[src/rtl/fwid_reader_pkg.sv]
// Shared quabo firmware-ID definitions: reader state encoding, ID word width and default ROM latency.
package fwid_reader_pkg;

  localparam int FWID_W          = 64;
  localparam int ROM_LAT_DEFAULT = 0;

  typedef enum logic [1:0] {
    IDLE,
    ADDR,
    WAIT,
    DONE
  } state_t;

endpackage

[src/rtl/fwid_shift_capture.sv]
// LSB-addressed capture register: writes one bit at idx per capture and copies the word to q on load.
// With FWID_READER_VERIFY_EN the merged word is exported for the two-pass compare.
module fwid_shift_capture
  import fwid_reader_pkg::*;
#(
  parameter int W  = FWID_W,
  parameter int AW = 6
) (
  input  logic          clk,
  input  logic          reset,
  input  logic          clear,
  input  logic          capture,
  input  logic [AW-1:0] idx,
  input  logic          bit_in,
  input  logic          load,
`ifdef FWID_READER_VERIFY_EN
  output logic [W-1:0]  word,
`endif
  output logic [W-1:0]  q
);

  logic [W-1:0] shreg;
  logic [W-1:0] merged;

  // A load on the same edge as the final capture must include that last bit.
  always_comb begin
    merged = shreg;
    if (capture) merged[idx] = bit_in;
  end

`ifdef FWID_READER_VERIFY_EN
  assign word = merged;
`endif

  always_ff @(posedge clk or posedge reset) begin
    if (reset) begin
      shreg <= '0;
      q     <= '0;
    end else begin
      if (clear)        shreg <= '0;
      else if (capture) shreg <= merged;
      if (load)         q     <= merged;
    end
  end

endmodule

[src/rtl/fwid_reader.sv]
// Reads the 64x1 firmware ID ROM bit by bit into fwid. Optional macro FWID_READER_VERIFY_EN
// reads the ROM twice and flags any difference between the passes on mismatch.
module fwid_reader
  import fwid_reader_pkg::*;
#(
  parameter int ROM_LAT = ROM_LAT_DEFAULT,
  parameter int ADDR_W  = 6
) (
  input  logic              clk,
  input  logic              reset,
  input  logic              start,
  output logic [ADDR_W-1:0] rom_addr,
  input  logic              rom_data,
  output logic              busy,
  output logic [FWID_W-1:0] fwid,
  output logic              fwid_valid,
  output logic              done
`ifdef FWID_READER_VERIFY_EN
  ,
  output logic              mismatch
`endif
);

  localparam logic [1:0]        LAT       = 2'(ROM_LAT);
  localparam logic [ADDR_W-1:0] LAST_ADDR = '1;

  state_t            state, state_next;
  logic [ADDR_W-1:0] addr_next;
  logic [1:0]        lat_cnt, cnt_next;
  logic              capture, clear, load, last_bit, final_pass;

  always_ff @(posedge clk or posedge reset) begin
    if (reset) begin
      state      <= IDLE;
      rom_addr   <= '0;
      lat_cnt    <= '0;
      fwid_valid <= 1'b0;
    end else begin
      state    <= state_next;
      rom_addr <= addr_next;
      lat_cnt  <= cnt_next;
      if (clear)     fwid_valid <= 1'b0;
      else if (load) fwid_valid <= 1'b1;
    end
  end

  always_comb begin
    state_next = state;
    addr_next  = rom_addr;
    cnt_next   = lat_cnt;
    capture    = 1'b0;
    clear      = 1'b0;
    busy       = 1'b0;
    done       = 1'b0;
    case (state)
      IDLE: begin
        if (start) begin
          state_next = ADDR;
          addr_next  = '0;
          clear      = 1'b1;
        end
      end
      ADDR: begin
        busy = 1'b1;
        if (ROM_LAT == 0) begin
          capture = 1'b1;
        end else begin
          state_next = WAIT;
          cnt_next   = 2'd1;
        end
      end
      WAIT: begin
        busy = 1'b1;
        if (lat_cnt == LAT) capture  = 1'b1;
        else                cnt_next = lat_cnt + 2'd1;
      end
      DONE: begin
        done       = 1'b1;
        state_next = IDLE;
        addr_next  = '0;
      end
      default: state_next = IDLE;
    endcase

    last_bit = capture && (rom_addr == LAST_ADDR);
    load     = last_bit && final_pass;
    // The final capture edge also loads fwid, so done and fwid_valid rise together with the new word.
    if (capture) begin
      if (load) begin
        state_next = DONE;
      end else begin
        state_next = ADDR;
        addr_next  = rom_addr + 1'b1;
      end
    end
  end

`ifdef FWID_READER_VERIFY_EN
  logic              pass2;
  logic [FWID_W-1:0] first_pass, word;

  assign final_pass = pass2;

  always_ff @(posedge clk or posedge reset) begin
    if (reset) begin
      pass2      <= 1'b0;
      first_pass <= '0;
      mismatch   <= 1'b0;
    end else if (clear) begin
      pass2    <= 1'b0;
      mismatch <= 1'b0;
    end else if (last_bit && !pass2) begin
      pass2      <= 1'b1;
      first_pass <= word;
    end else if (load) begin
      mismatch <= (word != first_pass);
    end
  end
`else
  assign final_pass = 1'b1;
`endif

  fwid_shift_capture #(
    .W  (FWID_W),
    .AW (ADDR_W)
  ) u_capture (
    .clk     (clk),
    .reset   (reset),
    .clear   (clear),
    .capture (capture),
    .idx     (rom_addr),
    .bit_in  (rom_data),
    .load    (load),
`ifdef FWID_READER_VERIFY_EN
    .word    (word),
`endif
    .q       (fwid)
  );

endmodule

[config.mk]
export PLATFORM = sky130hd
export DESIGN_NAME = fwid_reader
export DESIGN_NICKNAME = d
export VERILOG_FILES = /design/src/rtl/fwid_reader_pkg.sv /design/src/rtl/fwid_shift_capture.sv /design/src/rtl/fwid_reader.sv
export SDC_FILE = /design/constraint.sdc
export NUM_CORES = 1
export LEC_CHECK = 0
export CELL_PAD_IN_SITES_DETAIL_PLACEMENT = 1
export CELL_PAD_IN_SITES_GLOBAL_PLACEMENT = 1
export CORE_AREA = 2 2 117 119
export CTS_BUF_LIST = sky130_fd_sc_hd__clkbuf_16
export DETAILED_ROUTE_END_ITERATION = 10
export DIE_AREA = 0 0 119 121
export PLACE_DENSITY_LB_ADDON = 0.1
export REMOVE_ABC_BUFFERS = 1
export SYNTH_ARGS = -nofsm -noshare
export SYNTH_HDL_FRONTEND = slang
export SYNTH_SLANG_ARGS = --single-unit
export TNS_END_PERCENT = 1
[constraint.sdc]
create_clock -name clk -period 11.4 [get_ports clk]
set_input_delay 3.42 -clock clk [delete_from_list [all_inputs] [get_ports clk]]
set_output_delay 3.42 -clock clk [all_outputs]
set_load 0.03 [all_outputs]
==> summary.txt, run 1 <==
Synthesized area per cell = 9.872 sq um
Max-cap viol count = 0
Clock Latency Late Sink = 0.43 ns
Worst reg-to-reg path cell count = 4
Final Util = 55.79%
Root Driver = clkbuf_16
Core footprint = 0.01309 sq mm
DRT Wirelength = 16130 microns
Routed len/inst = 19.09 microns
Largest net degree at the start of global routing = 115
Count of clock tree sinks = 139
Fillers = 1429
Post-DRT Antenna Nets = 0
Crit path required time = 7.98 ns
Drt initial violations = 209
Sequential share of power = 37.3%
N_diodes = 0
Crit path launch type = flop
Mapped Cells = 601
Placed insts = 813
Leakage = 3.172 nW
Setup TNS = 0 ns
Reg2reg start = rom_addr[0]$_DFF_PP0_
WS Path Type = flop to primary output
Fin nets = 666
Fin. max-slew vios = 0
Detailed placement HPWL = 10350 microns
DR DRC count = 0
Worst-case clock buffer depth = 2
Comb pwr share = 40.4%
Total gr overflow = 0
WHS Path Cells = 2
Multi-input gate area in the final layout = 0.002236 sq mm
Cell variety after synth = 40
Register area share after synthesis = 58.63%
Port bufs = 76
Max Freq = 175.7 MHz
Post-synth EDFFs = 0
P&R area growth vs syn = 23.05%
Worst hold slack = 0.4754 ns
Worst hold start = u_capture.q[18]$_DFFE_PP0P_
Die Wd = 119 microns
Post-CTS setup buffer count = 0
Num CTS Buffers = 17
Ports = 77
Setup WS post-layout = 5.707 ns
Max_slew headroom = 16.06%
Final instance area = 0.007301 sq mm
Fin crit period = 5.693 ns
Via/cell ratio = 5.559
Die height = 121 microns
Worst VDD drop = 0.1624 mV
Warning count from the yosys run = 0
Final setup fails = 0
Crit Path Max Fanout = 15
RR Endpoint = u_capture.q[24]$_DFFE_PP0P_
Layout Cells excl Fill = 845
Post-synth ARST share = 100.0%
Number of synthesized register bits = 139
FF/Latch Area = 0.003478 sq mm
Routability Congestion = 0.8250
Clk_skew = 0.007126 ns
DP Area = 0.006764 sq mm
Vias in the first global route = 5056
All-Layer GR Usage = 24.11%
Die area = 0.01440 sq mm
First-pass GRT wire length = 26750 microns
HP Class = flop to flop
Endpoints failing hold = 0
Status = finished, final reports clean
Row Count = 42
Pre-CTS setup slack = 5.813 ns
Post-Synthesis Cell Area = 0.005933 sq mm
Post-CTS resize count = 0
Vias = 4697
Internal power = 1.348 mW
PD cells = 311.0 mW/mm^2
DRT Pass-1 Iters = 4
Top FF cell, synth = dfrtp_1
Share of post-route cells with drive strength above 1 = 8.371%
Crit. End Element = primary output
Net Sw Power = 922.5 uW
Clock share of power = 22.3%
Initial antenna violation count = 0
Tcrit/Tclk final = 49.94%
Sw Ratio = 40.63%
CTS hold repair buffers = 0
WHS Endpoint = u_capture.q[18]$_DFFE_PP0P_
Critical Path AT = 2.27 ns
RSZ-0062 raised after global routing = false
Worst slew pin tran = 1.248 ns
TritonCTS clock tree = yes
PnR Total Power = 2.270 mW
H-tree Lvls = 4
Worst-path clk slew = 0.06 ns
R2r setup slk = 8.67 ns
Initial Util = 45.34%
-- cell families after synthesis --
logic type	after synthesis	synth area share (%)
AO/OA/AOI/OAI	183	16.62
XOR/XNOR	2	0.2953
adder cells (fa/ha/maj)	6	1.265
buffers and inverters	54	3.775
flip-flops	139	58.63
multiplexers	27	4.956
AND/OR/NAND/NOR	190	14.47
-- cell type report --
cell class | instances | share of cell area, %
Multi-Input combinational cell | 408 | 30.63
Tap cell | 176 | 3.016
Clock inverter | 15 | 1.525
Inverter | 11 | 0.6341
Clock buffer | 17 | 5.827
Timing Repair Buffer | 79 | 10.73
Sequential cell | 139 | 47.64
-- how the worst max path moves through the flow --
stage	startpoint	end	slack, ns	cells past startpoint
after floorplan	reset	fwid_valid$_DFFE_PP0P_	4.26	1
after global placement	rom_data	u_capture.shreg[9]$_DFFE_PP0P_	5.93	6
after detailed placement	rom_data	u_capture.shreg[9]$_DFFE_PP0P_	5.81	6
after CTS	state[0]$_DFFE_PP0P_	busy	5.70	3
after global routing	state[0]$_DFFE_PP0P_	busy	5.60	3
final	state[0]$_DFFE_PP0P_	busy	5.71	3
-- worst max-delay path, stage by stage (launching register included) --
cell and delay (ns):
dfrtp_1 0.37, inv_1 0.11, ha_1 0.60, clkdlybuf4s50_1 0.77
-- layout by cell type (no fill, tap or decap), types with 6 or more instances in the layout --
cell type	count
clkbuf_16	17
dfrtp_1	139
clkinv_2	6
nor2_1	17
mux2i_1	11
a21oi_1	62
inv_1	13
nor3_1	9
o31ai_1	11
mux2_2	15
clkdlybuf4s50_1	76
o21ai_0	96
nand2_1	107
nand2b_1	6
nand3_1	27
ha_1	6
-- state kept, by name, indices dropped and copies added (netlist names) --
signal           count
u_capture.q         64
u_capture.shreg     64
rom_addr             6
lat_cnt              2
state                2
fwid_valid           1
-- power groups by stage --
stage / registers, mW / clock network (mW) / logic, mW
floorplan: 1.04 / 0 / 0.334
CTS: 0.848 / 0.516 / 0.927
global route: 0.876 / 0.535 / 0.997
global placement: 0.837 / 0 / 0.892
detailed placement: 0.854 / 0 / 0.918
finish: 0.847 / 0.506 / 0.917
-- Yosys cell counts, drive strengths merged, types with 2 or more instances --
| cell | instances | area [sq um] |
|---|---|---|
| buf | 7 | 47.54 |
| and2 | 3 | 18.77 |
| nand4 | 2 | 12.51 |
| nand2 | 107 | 401.6 |
| a21oi | 62 | 310.3 |
| nor3 | 9 | 45.04 |
| o311ai | 3 | 26.28 |
| mux2i | 11 | 110.1 |
| a31oi | 2 | 12.51 |
| clkbuf | 36 | 135.1 |
| inv | 11 | 41.29 |
| nand3b | 2 | 15.01 |
| o41ai | 2 | 17.52 |
| o211ai | 2 | 15.01 |
| mux2 | 16 | 183.9 |
| o21ai | 96 | 480.5 |
| nor2 | 17 | 63.81 |
| ha | 6 | 75.07 |
| o31ai | 11 | 82.58 |
| or3 | 3 | 18.77 |
| nand4b | 3 | 26.28 |
| nand3 | 27 | 135.1 |
| dfrtp | 139 | 3478 |
| or2 | 2 | 12.51 |
| a21o | 2 | 15.01 |
| nand2b | 6 | 37.54 |
| or3b | 3 | 26.28 |
-- layer usage --
layer  GRT usage, %  share of wire (%)  vias up
li1               -                  -     2195
met1          31.07                 44     2379
met2          39.98                 50       93
met3          5.263                3.9       30
met4          9.301                2.2        0
met5              0                  0        -
Power figures use the tool's default switching activity.
==> inputs of run 2 (changes only) <==
CORE_AREA = 2 2 127 129   (was 2 2 117 119)
DIE_AREA = 0 0 129 131   (was 0 0 119 121)
clock period = 5 ns   (was 11.4 ns; I/O delays follow)
==> run 2 against run 1 <==
Effect of this change:
- sequential share of layout area is 0.94 points lower
- via count is 2.2% lower
- setup slack worse by 4.5 ns
- hold slack worse by 0.0022 ns
- combinational power is 130% higher
- register-to-register slack worse by 6.5 ns
- routed wire length hardly changed
- total power is 130% higher
==> summary.txt, run 2 (synthesis results as in run 1) <==
Row Count = 46 (+9.5%)
H-tree Lvls = 4 (unchanged)
Initial antenna violation count = 0 (unchanged)
Critical Path AT = 2.24 ns (-0.03 ns)
N_diodes = 0 (unchanged)
Die area = 0.01690 sq mm (+17%)
Max_slew headroom = 13.27% (-2.8 points)
Crit path launch type = flop
HP Class = flop to flop
Reg2reg start = rom_addr[0]$_DFF_PP0_
Setup WS post-layout = 1.257 ns (-4.450 ns)
Die height = 131 microns (+8.3%)
WS Path Type = flop to primary output
Commonest non-fill, non-tap cell in the layout = dfrtp_1
Initial Util = 38.04% (-7.3 points)
RSZ-0062 raised after global routing = false
Post-CTS setup buffer count = 0 (unchanged)
Setup TNS = 0 ns (unchanged)
PD cells = 712.7 mW/mm^2 (+130%)
All-Layer GR Usage = 20.22% (-3.9 points)
Leakage = 3.206 nW (+1.1%)
Via/cell ratio = 5.178 (-6.8%)
Vias in the first global route = 4824 (-4.6%)
Final setup fails = 0 (unchanged)
Clock Latency Late Sink = 0.43 ns (about the same)
Die Wd = 129 microns (+8.4%)
Pre-CTS setup slack = 1.684 ns (-4.129 ns)
Total gr overflow = 0 (unchanged)
Worst slew pin tran = 1.289 ns (+0.04150 ns)
Ports = 77 (unchanged)
P&R area growth vs syn = 25.52%
Fin crit period = 3.743 ns
Max Freq = 267.2 MHz
Drt initial violations = 187 (-11%)
Largest net degree at the start of global routing = 115 (unchanged)
R2r setup slk = 2.18 ns (-6.49 ns)
DR DRC count = 0 (unchanged)
Clk_skew = 0.009548 ns (+0.002421 ns)
Share of post-route cells with drive strength above 1 = 8.346% (-0.025 points)
Routability Congestion = 0.7888 (-4.4%)
Worst VDD drop = 0.2749 mV (+69%)
Count of clock tree sinks = 139 (unchanged)
Routed len/inst = 18.19 microns (-4.7%)
Crit Path Max Fanout = 15 (unchanged)
Worst-path clk slew = 0.06 ns (about the same)
Status = finished, final reports clean
Largest regs = u_capture.q (64), u_capture.shreg (64), rom_addr (6)
Post-CTS resize count = 0 (unchanged)
RR Endpoint = u_capture.q[24]$_DFFE_PP0P_
Post-DRT Antenna Nets = 0 (unchanged)
TritonCTS clock tree = yes
Commonest cells after routing, fill and taps aside = dfrtp_1 (139), nand2_1 (107), o21ai_0 (96)
Crit path required time = 3.50 ns (-4.48 ns)
Fin. max-slew vios = 0 (unchanged)
Worst reg-to-reg path cell count = 4 (unchanged)
Max-cap viol count = 0 (unchanged)
WHS Path Cells = 2 (unchanged)
Detailed placement HPWL = 10430 microns (+0.79%)
Port bufs = 76 (unchanged)
CTS hold repair buffers = 0 (unchanged)
Endpoints failing hold = 0 (unchanged)
Worst-case clock buffer depth = 2 (unchanged)
DRT Wirelength = 16130 microns (about the same)
First-pass GRT wire length = 25830 microns (-3.4%)
WHS Endpoint = u_capture.q[60]$_DFFE_PP0P_
Root Driver = clkbuf_16
Core footprint = 0.01560 sq mm (+19%)
DRT Pass-1 Iters = 4 (unchanged)
Crit. End Element = primary output
Worst hold start = u_capture.q[60]$_DFFE_PP0P_
Num CTS Buffers = 17 (unchanged)
Vias = 4593 (-2.2%)
Fin nets = 668 (+0.30%)
Tcrit/Tclk final = 74.86%
## run 2: area by class of cell
class                   instances  area (sq um)
inverters                      11         46.29
flip-flops and latches        139          3478
multi-input cells             408          2236
well taps                     216         270.3
clock buffers                  17         425.4
fillers                      1753          8150
repair buffers                 81         810.8
clock inverters                15         180.2
## run 2: power breakdown
group,internal [mW],switching [mW],total [mW]
sequential,1.62,0.298,1.92
combinational,0.785,1.30,2.09
clock,0.824,0.479,1.30
## run 2: worst max path at each step
stage,slack (ns),cells after the start,start,endpoint
CTS,1.24,3,state[0]$_DFFE_PP0P_,busy
detailed placement,1.68,3,start,u_capture.shreg[40]$_DFFE_PP0P_
floorplan,-0.22,1,reset,fwid_valid$_DFFE_PP0P_
finish,1.26,3,state[0]$_DFFE_PP0P_,busy
global route,1.14,3,state[1]$_DFFE_PP0P_,busy
global placement,1.78,5,rom_data,u_capture.shreg[1]$_DFFE_PP0P_
## run 2: layer usage
layer	wire, microns	GRT usage, %	vias to the layer above	share of wire (%)
met4	267	7.481	0	1.7
met3	426	3.950	17	2.6
met2	7819	33.92	72	48
met1	7619	26.21	2298	47
met5	0	0	-	0
li1	-	-	2206	-
## run 2: through the flow
| step | total power, mW | instance area (sq um) | utilization [%] | hold slack [ns] | std cells |
|---|---|---|---|---|---|
| 2_1_floorplan | 3.129 | 5751 | - | 0.4743 | 558 |
| 3_3_place_gp | 3.967 | 6842 | 43.86 | 0.4612 | 855 |
| 3_5_place_dp | 4.051 | 6842 | 43.86 | 0.4691 | 855 |
| 4_1_cts | 5.371 | 7447 | 47.75 | 0.4822 | 887 |
| 5_1_grt | 5.648 | 7447 | 47.75 | 0.5149 | 887 |
| 6_report | 5.308 | 7447 | 47.75 | 0.4731 | 887 |
## run 2: worst max-delay path: stages (launching register included)
cell,delay [ns]
dfrtp_1,0.39
inv_1,0.10
ha_1,0.56
clkdlybuf4s50_1,0.76
==> inputs of run 3 (changes only) <==
clock period = 3.3 ns   (was 5 ns; I/O delays follow)
==> run 3 against run 2 <==
Effect of this change:
- sequential share of layout area is 0.086 points lower
- clock power is 36% higher
- non-clock buffer count is 7 higher
- register-to-register slack worse by 1.6 ns
- highest routed layer unchanged
- clock skew is 0.0018 ns lower
- via count is 2.0% higher
- die area stayed put
- total power is 48% higher
- cell count is 0.68% higher
- count of clock-buffer cells in the layout stayed put
- routed wire length is 0.50% higher
- combinational power is 52% higher
==> summary.txt, run 3 (synthesis results as in run 1) <==
Max_slew headroom = 27.00% (+14 points)
N_diodes = 0 (unchanged)
Crit path required time = 2.31 ns (-1.19 ns)
Root Driver = clkbuf_16
Largest net degree at the start of global routing = 115 (unchanged)
CP max-delay cell = clkdlybuf4s50_1
Placed insts = 862 (+0.82%)
Setup WS post-layout = 0.4439 ns (-0.8132 ns)
Vias = 4684 (+2.0%)
Core footprint = 0.01560 sq mm (unchanged)
Worst slew pin tran = 1.095 ns (-0.1940 ns)
Bufs and invs on worst path = 1 (-1)
Leakage = 3.234 nW (+0.88%)
Crit Path Max Fanout = 18 (+3)
Crit. End Element = primary output
WS Path Type = flop to primary output
Detailed placement HPWL = 10950 microns (+4.9%)
DRT Pass-1 Iters = 5 (+1)
Final setup fails = 0 (unchanged)
All-Layer GR Usage = 20.68% (+0.46 points)
Fin crit period = 2.856 ns
Die Wd = 129 microns (unchanged)
Critical path, cell by cell = clkdlybuf4s50_1
Setup TNS = 0 ns (unchanged)
First-pass GRT wire length = 26660 microns (+3.2%)
Initial antenna violation count = 0 (unchanged)
Count of clock tree sinks = 139 (unchanged)
Slowest cell delay on critical path = 0.79 ns (+0.03 ns)
Clock Latency Late Sink = 0.42 ns (about the same)
Status = finished, final reports clean
PD cells = 1054 mW/mm^2 (+48%)
Cell family with most CP delay = buffers and inverters
Port bufs = 76 (unchanged)
Routed len/inst = 18.16 microns (-0.18%)
Worst-case clock buffer depth = 2 (unchanged)
Row Count = 46 (unchanged)
Critical Path AT = 1.87 ns (-0.37 ns)
Fin nets = 675 (+1.0%)
Largest regs = u_capture.q (64), u_capture.shreg (64), rom_addr (6)
DRT Wirelength = 16210 microns (+0.50%)
Tcrit/Tclk final = 86.55%
P&R area growth vs syn = 25.75%
Pre-CTS setup slack = 0.6420 ns (-1.042 ns)
Die height = 131 microns (unchanged)
Crit path launch type = flop
Post-DRT Antenna Nets = 0 (unchanged)
Layout Cells excl Fill = 893 (+0.68%)
H-tree Lvls = 4 (unchanged)
Share of post-route cells with drive strength above 1 = 8.863% (+0.52 points)
Num CTS Buffers = 17 (unchanged)
Max-cap viol count = 0 (unchanged)
Via/cell ratio = 5.245 (+1.3%)
Worst VDD drop = 0.4535 mV (+65%)
HP Class = flop to flop
Routability Congestion = 0.7987 (+1.3%)
DR DRC count = 0 (unchanged)
Drt initial violations = 235 (+26%)
Post-CTS resize count = 0 (unchanged)
Post-CTS setup buffer count = 0 (unchanged)
Worst-path clk slew = 0.05 ns (about the same)
DP Area = 0.006919 sq mm (+1.1%)
Vias in the first global route = 4965 (+2.9%)
Fin. max-slew vios = 0 (unchanged)
Commonest cells after routing, fill and taps aside = dfrtp_1 (139), nand2_1 (107), o21ai_0 (96)
Commonest non-fill, non-tap cell in the layout = dfrtp_1
Clk_skew = 0.007742 ns (-0.001805 ns)
Total gr overflow = 0 (unchanged)
Initial Util = 38.04% (unchanged)
RSZ-0062 raised after global routing = false
TritonCTS clock tree = yes
Final instance area = 0.007461 sq mm (+0.18%)
Endpoints failing hold = 0 (unchanged)
Max Freq = 350.1 MHz
Die area = 0.01690 sq mm (unchanged)
CTS hold repair buffers = 0 (unchanged)
Ports = 77 (unchanged)
run 3: worst paths after layout:
kind                                             startpoint                          end  cells after the start  slack (ns)
min in group asynchronous                             reset  u_capture.q[54]$_DFFE_PP0P_                      2        1.07
worst max-delay path                  rom_addr[0]$_DFF_PP0_                  rom_addr[0]                      1        0.44
max in group asynchronous                             reset   u_capture.q[0]$_DFFE_PP0P_                      3        1.60
worst max register to register        rom_addr[0]$_DFF_PP0_  u_capture.q[29]$_DFFE_PP0P_                      4        0.55
worst min register to register  u_capture.q[36]$_DFFE_PP0P_  u_capture.q[36]$_DFFE_PP0P_                      2        0.48
worst min-delay path            u_capture.q[36]$_DFFE_PP0P_  u_capture.q[36]$_DFFE_PP0P_                      2        0.48
run 3: stage by stage:
| step | hold slack, ns | util (%) | power, mW |
|---|---|---|---|
| floorplan | 0.4743 | - | 4.741 |
| global placement | 0.4649 | 44.36 | 6.015 |
| detailed placement | 0.4732 | 44.36 | 6.157 |
| CTS | 0.4856 | 47.83 | 7.954 |
| global route | 0.5147 | 47.83 | 8.381 |
| finish | 0.4792 | 47.83 | 7.867 |
run 3: final cells by class:
type / instances / area, sq um
clock inverters: 14 / 116.4
clock buffers: 17 / 425.4
well taps: 216 / 270.3
repair buffers: 88 / 888.4
inverters: 11 / 46.29
flip-flops and latches: 139 / 3478
fillers: 1694 / 8137
multi-input cells: 408 / 2236
run 3: power by group:
group	switching [mW]	internal [mW]
clock network	0.691	1.08
logic	1.98	1.21
registers	0.457	2.45
total	3.13	4.74
run 3: worst min-delay path, delay by kind of cell, from the launching register on:
| kind | cells | cell delay [ns] |
|---|---|---|
| AND/OR/NAND/NOR | 1 | 0.05 |
| flip-flops | 1 | 0.34 |
| AO/OA/AOI/OAI | 1 | 0.06 |
run 3: metal layers:
metal / wire length, microns / track usage, %
met1: 7375 / 27.28
met5: 0 / 0
met4: 255 / 6.202
met2: 8081 / 34.17
met3: 501 / 4.927
